**src/rtl/cmp_pkg.sv**
```systemverilog
// Shared definitions for the comparator datapath and its successive-approximation searcher.
package cmp_pkg;

  typedef enum logic [1:0] {
    IDLE  = 2'd0,
    PROBE = 2'd1,
    DONE  = 2'd2
  } state_e;

  localparam int CMP_W = 4;
  localparam int CNT_W = $clog2(CMP_W + 1);

  // Width needed to count 0..w comparisons.
  function automatic int cnt_width(input int w);
    return $clog2(w + 1);
  endfunction

endpackage

```
**src/rtl/cmp_search_if.sv**
```systemverilog
// Handshake plus comparator bus between the searcher and its environment.
interface cmp_search_if #(parameter int W = cmp_pkg::CMP_W);

  localparam int CW = cmp_pkg::cnt_width(W);

  logic          start;
  logic [W-1:0]  guess;
  logic          eq;
  logic          lt;
  logic          gt;
  logic          busy;
  logic          done;
  logic [W-1:0]  result;
  logic          err;
  logic [CW-1:0] probes;

  modport master (
    input  start, eq, lt, gt,
    output guess, busy, done, result, err, probes
  );

  modport slave (
    output start, eq, lt, gt,
    input  guess, busy, done, result, err, probes
  );

endinterface

```
**src/rtl/cmp_search.sv**
```systemverilog
// Successive-approximation searcher: recovers an unknown comparator operand
// one bit per cycle, MSB first, with early exit on equality.
module cmp_search
  import cmp_pkg::*;
#(
  parameter int W = CMP_W
) (
  input  logic            clk,
  input  logic            rst_b,
  cmp_search_if.master    bus
);

  localparam int CW = cnt_width(W);
  localparam int IW = (W > 1) ? $clog2(W) : 1;

  localparam logic [1:0] ST_IDLE  = IDLE;
  localparam logic [1:0] ST_PROBE = PROBE;
  localparam logic [1:0] ST_DONE  = DONE;

  logic [1:0]    state;
  logic [W-1:0]  acc;
  logic [IW-1:0] bitidx;
  logic [CW-1:0] cnt;
  logic [W-1:0]  result_q;
  logic          err_q;
  logic [CW-1:0] probes_q;

  logic [W-1:0]  bitmask;
  logic [W-1:0]  trial;
  logic [CW-1:0] cnt_next;
  logic [2:0]    answer;
  logic          last_bit;

  always_comb begin
    bitmask         = '0;
    bitmask[bitidx] = 1'b1;
    trial           = acc | bitmask;
  end

  assign cnt_next = cnt + CW'(1);
  assign answer   = {bus.eq, bus.lt, bus.gt};
  assign last_bit = (bitidx == '0);

  assign bus.guess  = (state == ST_PROBE) ? trial : '0;
  assign bus.busy   = (state == ST_PROBE);
  assign bus.done   = (state == ST_DONE);
  assign bus.result = result_q;
  assign bus.err    = err_q;
  assign bus.probes = probes_q;

  // Each PROBE edge consumes one comparator answer; any answer that is not
  // exactly one-hot aborts with acc left as it was before this probe.
  always_ff @(posedge clk or negedge rst_b) begin
    if (!rst_b) begin
      state    <= ST_IDLE;
      acc      <= '0;
      bitidx   <= '0;
      cnt      <= '0;
      result_q <= '0;
      err_q    <= 1'b0;
      probes_q <= '0;
    end else begin
      case (state)
        ST_IDLE: begin
          if (bus.start) begin
            acc    <= '0;
            bitidx <= IW'(W - 1);
            cnt    <= '0;
            err_q  <= 1'b0;
            state  <= ST_PROBE;
          end
        end
        ST_PROBE: begin
          cnt <= cnt_next;
          case (answer)
            3'b100: begin
              acc      <= trial;
              result_q <= trial;
              probes_q <= cnt_next;
              state    <= ST_DONE;
            end
            3'b001: begin
              acc <= trial;
              if (last_bit) begin
                result_q <= trial;
                probes_q <= cnt_next;
                state    <= ST_DONE;
              end else begin
                bitidx <= bitidx - IW'(1);
              end
            end
            3'b010: begin
              if (last_bit) begin
                result_q <= acc;
                probes_q <= cnt_next;
                state    <= ST_DONE;
              end else begin
                bitidx <= bitidx - IW'(1);
              end
            end
            default: begin
              err_q    <= 1'b1;
              result_q <= acc;
              probes_q <= cnt_next;
              state    <= ST_DONE;
            end
          endcase
        end
        ST_DONE: state <= ST_IDLE;
        default: state <= ST_IDLE;
      endcase
    end
  end

endmodule

```
**src/flat_wrapper.sv**
```systemverilog
// flat-port wrapper written by rule: the top's interface ports become plain ports
module cmp_search_flat import cmp_pkg::*;
#(
  parameter int W = CMP_W
)
  (clk, rst_b, bus_start, bus_eq, bus_lt, bus_gt, bus_guess, bus_busy, bus_done, bus_result, bus_err, bus_probes);
  cmp_search_if #(.W(W)) bus_i ();
  input  logic clk;
  input  logic rst_b;
  input wire logic [$bits(bus_i.start)-1:0] bus_start;
  input wire logic [$bits(bus_i.eq)-1:0] bus_eq;
  input wire logic [$bits(bus_i.lt)-1:0] bus_lt;
  input wire logic [$bits(bus_i.gt)-1:0] bus_gt;
  output wire logic [$bits(bus_i.guess)-1:0] bus_guess;
  output wire logic [$bits(bus_i.busy)-1:0] bus_busy;
  output wire logic [$bits(bus_i.done)-1:0] bus_done;
  output wire logic [$bits(bus_i.result)-1:0] bus_result;
  output wire logic [$bits(bus_i.err)-1:0] bus_err;
  output wire logic [$bits(bus_i.probes)-1:0] bus_probes;
  assign bus_i.start = bus_start;
  assign bus_i.eq = bus_eq;
  assign bus_i.lt = bus_lt;
  assign bus_i.gt = bus_gt;
  assign bus_guess = bus_i.guess;
  assign bus_busy = bus_i.busy;
  assign bus_done = bus_i.done;
  assign bus_result = bus_i.result;
  assign bus_err = bus_i.err;
  assign bus_probes = bus_i.probes;
  cmp_search #(.W(W)) u_core (.clk(clk), .rst_b(rst_b), .bus(bus_i));
endmodule
```
**config.mk**
```make
export PLATFORM = sky130hd
export DESIGN_NAME = cmp_search_flat
export DESIGN_NICKNAME = d
export VERILOG_FILES = /design/src/rtl/cmp_pkg.sv /design/src/rtl/cmp_search_if.sv /design/src/rtl/cmp_search.sv /design/src/flat_wrapper.sv
export SDC_FILE = /design/constraint.sdc
export NUM_CORES = 1
export LEC_CHECK = 0
export CAP_MARGIN = 20
export CORE_ASPECT_RATIO = 1.2
export CORE_MARGIN = 2
export CORE_UTILIZATION = 50
export DETAILED_ROUTE_END_ITERATION = 10
export PLACE_DENSITY = 0.78
export SLEW_MARGIN = 10
export SYNTH_ARGS = -nofsm -noshare
export SYNTH_HDL_FRONTEND = slang
export SYNTH_SLANG_ARGS = --single-unit
```
**constraint.sdc**
```tcl
create_clock -name clk -period 1.8 [get_ports clk]
set_input_delay 0.36 -clock clk [delete_from_list [all_inputs] [get_ports clk]]
set_output_delay 0.36 -clock clk [all_outputs]
set_load 0.005 [all_outputs]
```
==> results of run 1 <==
-- Yosys cell counts (all sizes together), types with 2 or more instances --
cell type,count
o21ai,13
and2,2
xor2,3
inv,11
nor2,10
mux2i,5
dfrtp,19
nor2b,2
nand2,9
mux2,2
nand2b,2
a31oi,4
ha,5
a21oi,3
-- sequential cells by signal, indices dropped and copies added (netlist names) --
signal,count
u_core.state,2
u_core.bus.err,1
u_core.bus.result,4
u_core.acc,4
u_core.bitidx,2
u_core.cnt,3
u_core.bus.probes,3
-- timing repair --
item / CTS / global route
setup buffers: 8 / 1
gates resized for setup: 15 / 18
pin swaps: 1 / 3
endpoints found under the setup margin: 6 / 3
-- worst max path at each step --
stage / from / endpoint / slack, ns
finish: u_core.bitidx[0]$_DFFE_PN0P_ / bus_guess[1] / 0.005
global route: u_core.bitidx[0]$_DFFE_PN0P_ / bus_guess[1] / -0.04
CTS: u_core.bitidx[1]$_DFFE_PN0P_ / bus_guess[2] / -0.11
detailed placement: bus_lt / u_core.bus.result[1]$_DFFE_PN0P_ / 0.02
global placement: bus_gt / u_core.bus.probes[2]$_DFFE_PN0P_ / 0.08
floorplan: u_core.bitidx[0]$_DFFE_PN0P_ / u_core.bus.probes[1]$_DFFE_PN0P_ / 0.30
-- report_power, final --
part           total (mW)  internal [mW]  switching (mW)
clock network       0.223         0.0867           0.136
registers           0.671          0.561           0.110
logic               0.960          0.532           0.429
total                1.85           1.18           0.675
-- kinds of logic after synthesis --
logic type               after synthesis  synth area share (%)
XOR/XNOR                               3                  3.37
flip-flops                            19                  47.4
adder cells (fa/ha/maj)                5                  6.23
multiplexers                           7                  7.98
AND/OR/NAND/NOR                       28                  13.5
buffers and inverters                 13                  4.99
AO/OA/AOI/OAI                         26                  16.6
-- routing by layer --
| layer | vias up | track usage, % | part of all wire, % |
|---|---|---|---|
| met5 | - | 0 | 0 |
| met4 | 0 | 9.80 | 0.96 |
| met3 | 2 | 4.78 | 5.0 |
| met2 | 39 | 40.6 | 52 |
| met1 | 425 | 29.0 | 42 |
| li1 | 417 | - | - |
-- layout make-up --
class,instances,area [µm²]
sequential,19,475
tap,19,23.8
fill,122,444
inverter,11,43.8
multi-input combinational,69,543
clock buffer,4,26.3
timing repair buffer,36,315
==> run summary, run 1 <==
FMAX = 0.557 GHz
most common library cell in the layout ignoring fill and taps = dfrtp_1
Worst R2R Path Depth = 8
Bufs on Longest Clock Path = 2
cts hold-fix bufs = 0
synthesis-stage register bit count = 19
CP startpoint kind = register
Cell Rows = 17
fin crit share = 99.7%
Worst VDD drop = 794 µV
RR Endpoint = u_core.bus.result[2]$_DFFE_PN0P_
CP bufs+invs = 3
Worst path max stage delay = 0.45 ns
Starting Density = 53.6%
sequential element share of the synthesized area = 47.4%
Clock Latency Late Sink = 0.31 ns
overall routed net length = 2500 µm
DRC Markers = 0
routed len/inst = 15.8 µm
ranking of synthesized cells by area = dfrtp_1 47%, ha_1 6.2%, mux2i_1 5.0%
Worst setup EP type = primary output
Max FO, Critical Path = 3
ys flop type = dfrtp_1
Worst path slowest cell = dfrtp_1
core area = 1870 µm²
largest net degree at the start of global routing = 20
slew margin rel. = 73.8%
Port Buffers = 19
fraction of layout instances using a drive strength above 1 = 28.1%
htree depth = 1
area leader, netlist = dfrtp_1
CP Class = register to primary output
Die Y-Extent = 53.1 µm
NumNets Final = 151
most frequent cells in the layout = 19 x dfrtp_1, 13 x clkdlybuf4s50_1, 13 x buf_4
pre-CTS worst setup slack = 0.0190 ns
Yosys Warn Count = 0
Mapped Cells = 101
Synth top area share = 47.4%
Setup TNS = 0 ns
pwr dens = 1300 nW/µm²
CTS buffer count = 3
global-route usage over all layers = 23.9%
asr flop ratio synth = 100%
RD Place Congestion = 0.834
post-synth net total = 112
Final setup viols = 0
initial antenna violation count = 0
final non-filler cell total = 158
Die W = 44.9 µm
fin crit period = 1.79 ns
vias in the first global route = 909
antenna viol nets, final = 0
Worst-Margin Slew = 0.392 ns
flop2flop setup slack = 0.17 ns
Antenna Cells = 0
GRT overflow = 0
Ports = 20
Final Max Tran Viols = 0
CTS clk-pin slew, worst paths = 0.11 ns
RSZ-0062 raised after global routing = yes
CTS tree = built
via/cell ratio = 5.59
Tot Pwr = 1.85 mW
Post-synth EDFFs = 0
final core occ = 76.3%
WP data required = 1.44 ns
Static Leakage = 0.644 nW
Hold Slack = 0.375 ns
CP arrival = 1.43 ns
Inst Count DP = 145
clock skew = 0.00232 ns
vias = 883
status = complete, no violations
Hold Crit Class = input port to asynchronous set/reset pin
Final Instance Area = 1430 µm²
Setup WS post-layout = 0.00532 ns
Die Area = 2380 µm²
global-route wire length before repair = 4060 µm
Clock Sinks = 19
Critical R2R Launch = u_core.bitidx[0]$_DFFE_PN0P_
final hold vios = 0
Synth Cell Area = 1000 µm²
CP top delay family = flip-flops
Placed Area = 1270 µm²
number of max-cap violations = 0
initial detailed-routing violation count = 28
worst-path cell chain = buf_6 > buf_4 > ha_4 > nor2_2 > nor2_1 > clkbuf_2
Root Driver = clkbuf_4
syn avg cell area = 9.94 µm²
Stages on worst setup path = 6
Layout area overhead = 42.3%
Synth cell types = 30
dpl hpwl = 1600 µm
drt pass-1 iters = 6
Note: power is estimated with default switching activity, not from simulation.
==> run 2, diff against run 1 <==
CORE_UTILIZATION = 53   (was 50)
PLACE_DENSITY = 0.82   (was 0.78)
clock period = 2.15 ns   (was 1.8 ns; I/O delays follow)
==> run summary, run 2 (synthesized netlist as in run 1, its figures left out) <==
global-route wire length before repair = 3510 µm (-14%)
Starting Density = 55.5% (+1.9 points)
Filler Cell Count = 127 (+4.1%)
worst-path cell chain = inv_2 > ha_2 > nor2_1 > nor2_1 > clkdlybuf4s50_1
Clock Latency Late Sink = 0.30 ns (about the same)
Setup TNS = 0 ns (unchanged)
CP top delay family = buffers and inverters
vias in the first global route = 751 (-17%)
pwr dens = 1050 nW/µm² (-19%)
number of max-cap violations = 0 (unchanged)
Final setup viols = 0 (unchanged)
CP startpoint kind = register
drt pass-1 iters = 4 (-2)
GRT overflow = 0 (unchanged)
CTS clk-pin slew, worst paths = 0.11 ns (about the same)
Hold Slack = 0.447 ns (+0.0714 ns)
CP bufs+invs = 2 (-1)
RSZ-0062 raised after global routing = no
crit-path most repeated cell = nor2_1
CTS buffer count = 3 (unchanged)
Clock Sinks = 19 (unchanged)
Max FO, Critical Path = 3 (unchanged)
final core occ = 72.3% (-4.0 points)
vias = 822 (-6.9%)
Ports = 20 (unchanged)
WP data required = 1.72 ns (+0.28 ns)
initial detailed-routing violation count = 16 (-43%)
Root Driver = clkbuf_4
fin crit period = 2.07 ns
dpl hpwl = 1470 µm (-8.1%)
fin crit share = 96.1%
Hold Crit Class = input port to asynchronous set/reset pin
Worst VDD drop = 571 µV (-28%)
FMAX = 0.484 GHz
global-route usage over all layers = 21.1% (-2.8 points)
DRC Markers = 0 (unchanged)
NumNets Final = 140 (-7.3%)
CTS tree = built
htree depth = 1 (unchanged)
fraction of layout instances using a drive strength above 1 = 16.4% (-12 points)
Worst-Margin Slew = 0.455 ns (+0.0629 ns)
core area = 1810 µm² (-3.4%)
Static Leakage = 0.617 nW (-4.1%)
via/cell ratio = 5.59 (about the same)
Antenna Cells = 0 (unchanged)
routed len/inst = 14.5 µm (-8.2%)
Port Buffers = 19 (unchanged)
RD Place Congestion = 0.902 (+8.1%)
overall routed net length = 2140 µm (-15%)
Die Y-Extent = 51.7 µm (-2.7%)
status = complete, no violations
clock skew = 0.00301 ns (+0.000692 ns)
Worst path slowest cell = clkdlybuf4s50_1
Tot Pwr = 1.38 mW (-26%)
Die Area = 2260 µm² (-5.2%)
slew margin rel. = 69.6% (-4.2 points)
antenna viol nets, final = 0 (unchanged)
most frequent cells in the layout = 19 x dfrtp_1, 16 x clkdlybuf4s50_1, 9 x nor2_1, 9 x nand2_1
Bufs on Longest Clock Path = 2 (unchanged)
initial antenna violation count = 0 (unchanged)
largest net degree at the start of global routing = 20 (unchanged)
Die W = 43.7 µm (-2.6%)
Worst setup EP type = primary output
CP Class = register to primary output
Layout area overhead = 30.3%
Cell Rows = 17 (unchanged)
Final Max Tran Viols = 0 (unchanged)
Worst path max stage delay = 0.50 ns (+0.05 ns)
most common library cell in the layout ignoring fill and taps = dfrtp_1
CP arrival = 1.64 ns (+0.21 ns)
final hold vios = 0 (unchanged)
run 2: layer usage:
metal  vias up  wire length, µm  global-route usage (%)
met2        31             1120                    34.8
met1       390              855                    26.9
met4         0               44                    10.6
li1        396                -                       -
met5         -                0                       0
met3         5              114                    2.43
run 2: metrics by stage:
stage          area [µm²]  worst slack (ns)  cells
5_1_grt              1310            0.0152    147
3_5_place_dp         1240             0.231    141
4_1_cts              1280           -0.0105    147
3_3_place_gp         1240             0.271    141
6_report             1310            0.0830    147
2_1_floorplan        1000             0.647    101
run 2: path summary, 6_finish.rpt:
kind | endpoint | startpoint | slack [ns] | cells after the start
setup / recovery | bus_guess[1] | u_core.bitidx[1]$_DFFE_PN0P_ | 0.08 | 5
hold / removal | u_core.bus.result[1]$_DFFE_PN0P_ | rst_b | 0.45 | 2
setup reg to reg | u_core.bus.result[3]$_DFFE_PN0P_ | u_core.bitidx[0]$_DFFE_PN0P_ | 0.67 | 6
hold reg to reg | u_core.bus.probes[2]$_DFFE_PN0P_ | u_core.bus.probes[2]$_DFFE_PN0P_ | 0.52 | 1
max in group asynchronous | u_core.bus.result[3]$_DFFE_PN0P_ | rst_b | 1.50 | 2
min in group clk | u_core.bus.probes[2]$_DFFE_PN0P_ | u_core.bus.probes[2]$_DFFE_PN0P_ | 0.52 | 1
run 2: what timing repair did:
item | CTS | global route
buffers inserted | 2 | 0
resized for setup | 1 | 9
hold buffers | 0 | 0
endpoints found under the setup margin | 2 | 5
pin swaps | 0 | 0
run 2: area by class of cell:
type,instances,area [µm²],share of cell area (%)
Multi-Input combinational cell,69,498,38.1
Inverter,11,41.3,3.16
Timing Repair Buffer,25,243,18.6
Sequential cell,19,475,36.4
Clock buffer,4,26.3,2.01
Tap cell,19,23.8,1.82
run 2: where the power goes:
part | switching, mW | internal (mW) | total, mW | leakage (nW)
clock | 0.114 | 0.0724 | 0.186 | 0.0150
combinational | 0.293 | 0.347 | 0.640 | 0.360
sequential | 0.0825 | 0.469 | 0.552 | 0.242
==> patch: new RTL, config.mk and constraints of run 1 <==
Set the package constant `CMP_W` to 8 (it was 4).
--- a/src/rtl/cmp_pkg.sv
+++ b/src/rtl/cmp_pkg.sv
@@ -9,3 +9,3 @@
 
-  localparam int CMP_W = 4;
+  localparam int CMP_W = 8;
   localparam int CNT_W = $clog2(CMP_W + 1);
Interface: changed (resized bus_guess, bus_probes and bus_result); port bits go from 20 to 29. No check against the original RTL was run, so the function may have changed too.
==> patch against run 1 <==
First-iteration DRC count rose by 46%; non-clock buffer count rose by 23; clock skew rose by 0.0074 ns; setup slack improved by 0.0057 ns; synthesized area rose by 51%; via count rose by 53%; final area rose by 52%; die area rose by 46%; sequential cell count rose by 11; wire length rose by 53%; total power rose by 25%; worst hold slack improved by 0.025 ns; critical endpoint unchanged.
==> patch: results (changes against run 1) <==
[drt]
vias_per_cell = 5.606  ; +0.31%
drt-total-wl_um = 3817  ; +53%
drt_iter0_markers = 41  ; +46%
wire_per_inst_um = 15.84  ; about the same
drtPass1Iterations = 4  ; -2

[clock_network]
clockBufferDepth = 2  ; unchanged
clock_latency_ns = 0.34  ; +0.03 ns
htreeDepth = 2  ; +1
cts_made_buffers = 5  ; +2
cts-root-buf = clkbuf_4
clk_pin_slew_ns = 0.10

[global_route]
antenna_found_initial = 0  ; unchanged
grt.met3_usage = 0.07477  ; +0.02698
grtUsageTotal = 0.2538  ; +0.01515
grt_use_met2 = 0.3961  ; -0.009713
grtUsageMet1 = 0.3297  ; +0.03968
grt_first_pass_wirelength_um = 6334  ; +56%
grt_max_degree = 31  ; +55%

[power_and_ir_drop]
power.leakage_nw = 1.013  ; +57%
peakVddDrop_uv = 757.9  ; -4.5%

[min_path]
hold_class = input port to asynchronous set/reset pin

[final_layout]
num-fill-cells = 182  ; +49%
drive_above_1_share = 0.3043  ; +0.02377
layout.nets = 215  ; +42%
antenna_cells = 0  ; unchanged

[synthesis]
ys_warn_count = 0  ; unchanged
synth_area_leaders = dfrtp_1, mux2i_1, a22o_1, inv_1, nor2_1
synth.avg_cell_area_um2 = 10.43  ; +5.0%
synth_seq_area_share = 0.4963  ; +0.02246
synth_common_cells = dfrtp_1, inv_1, nor2_1, mux2i_1
syn-num-nets = 154  ; +38%
yosysUniqueCellTypes = 33  ; +10%
synth_async_sr_flop_share = 1.000  ; unchanged

[run_status]
status = finished clean

[placement]
preCtsSetupSlack_ns = -0.1341  ; -0.1530 ns
gp_routability_congestion = 0.8146  ; -2.4%
post_dp_cell_area_um2 = 1969  ; +55%
port-buffer-count = 28  ; +9
post-dp-hpwl_um = 2597  ; +63%

[setup_path]
cp.arrival_ns = 1.43  ; about the same
path_max_fanout = 5  ; +2

[sta]
clock_skew_ns = 0.009700  ; +0.007377 ns
worstMarginPinSlew_ns = 0.4128  ; +0.02114 ns

==> patch: worst max-delay path: stages, from the launching register on <==
cell     delay [ns]
dfrtp_2        0.46
buf_4          0.16
nor2_4         0.14
a21oi_1        0.08
nor2_1         0.12
buf_2          0.13
==> patch: final timing paths <==
path / startpoint / to / slack (ns) / cells after the start
hold reg to reg: u_core.bus.result[1]$_DFFE_PN0P_ / u_core.bus.result[1]$_DFFE_PN0P_ / 0.52 / 2
hold / removal: rst_b / u_core.cnt[1]$_DFFE_PN0P_ / 0.40 / 2
max in group asynchronous: rst_b / u_core.bitidx[2]$_DFFE_PN0P_ / 1.09 / 2
setup / recovery: u_core.bitidx[1]$_DFFE_PN0P_ / bus_guess[1] / 0.01 / 5
setup reg to reg: u_core.bitidx[1]$_DFFE_PN0P_ / u_core.bitidx[1]$_DFFE_PN0P_ / 0.12 / 7
min in group clk: u_core.bus.result[1]$_DFFE_PN0P_ / u_core.bus.result[1]$_DFFE_PN0P_ / 0.52 / 2
==> patch: cell type report <==
cell class / count / area (um2) / share of cell area
multi-input combinational: 94 / 739.5 / 0.3408
timing repair buffer: 59 / 513.0 / 0.2364
clock inverter: 1 / 5.005 / 0.002307
inverter: 16 / 61.31 / 0.02826
sequential: 30 / 753.2 / 0.3472
clock buffer: 7 / 55.05 / 0.02537
tap: 34 / 42.54 / 0.01961
==> patch: report_power, final <==
group / leakage [nW] / switching (mW) / internal (mW) / total, mW
clock network: 0.0353 / 0.239 / 0.189 / 0.427
registers: 0.391 / 0.108 / 0.806 / 0.914
logic: 0.587 / 0.457 / 0.514 / 0.971
total: 1.01 / 0.803 / 1.51 / 2.31
==> patch: per-layer routing <==
metal	vias up	share of wire
li1	636	-
met1	664	0.43
met2	46	0.50
met3	5	0.053
met4	0	0.014
met5	-	0
==> patch: logic make-up (layout without fill, tap and decap cells) <==
kind of cell             Yosys count  in the layout  share of synthesized area
multiplexers                      13             13                    0.08768
AO/OA/AOI/OAI                     39             39                     0.1828
AND/OR/NAND/NOR                   35             35                     0.1216
XOR/XNOR                           4              4                    0.02813
buffers and inverters             21             83                    0.05872
adder cells (fa/ha/maj)            3              3                    0.02482
flip-flops                        30             30                     0.4963
==> patch: repair_timing <==
item                                    CTS  global route
gates resized for setup                  32            17
endpoints found under the setup margin   10            19
pin swaps                                 2             7
cloned                                    0             0
buffers inserted                          7             5
==> patch: through the flow <==
stage	hold slack [ns]	utilization
floorplan	0.06441	-
CTS	0.4040	0.7429
detailed placement	0.4949	0.6940
global placement	0.4845	0.6940
global route	0.4484	0.7646
finish	0.4009	0.7646
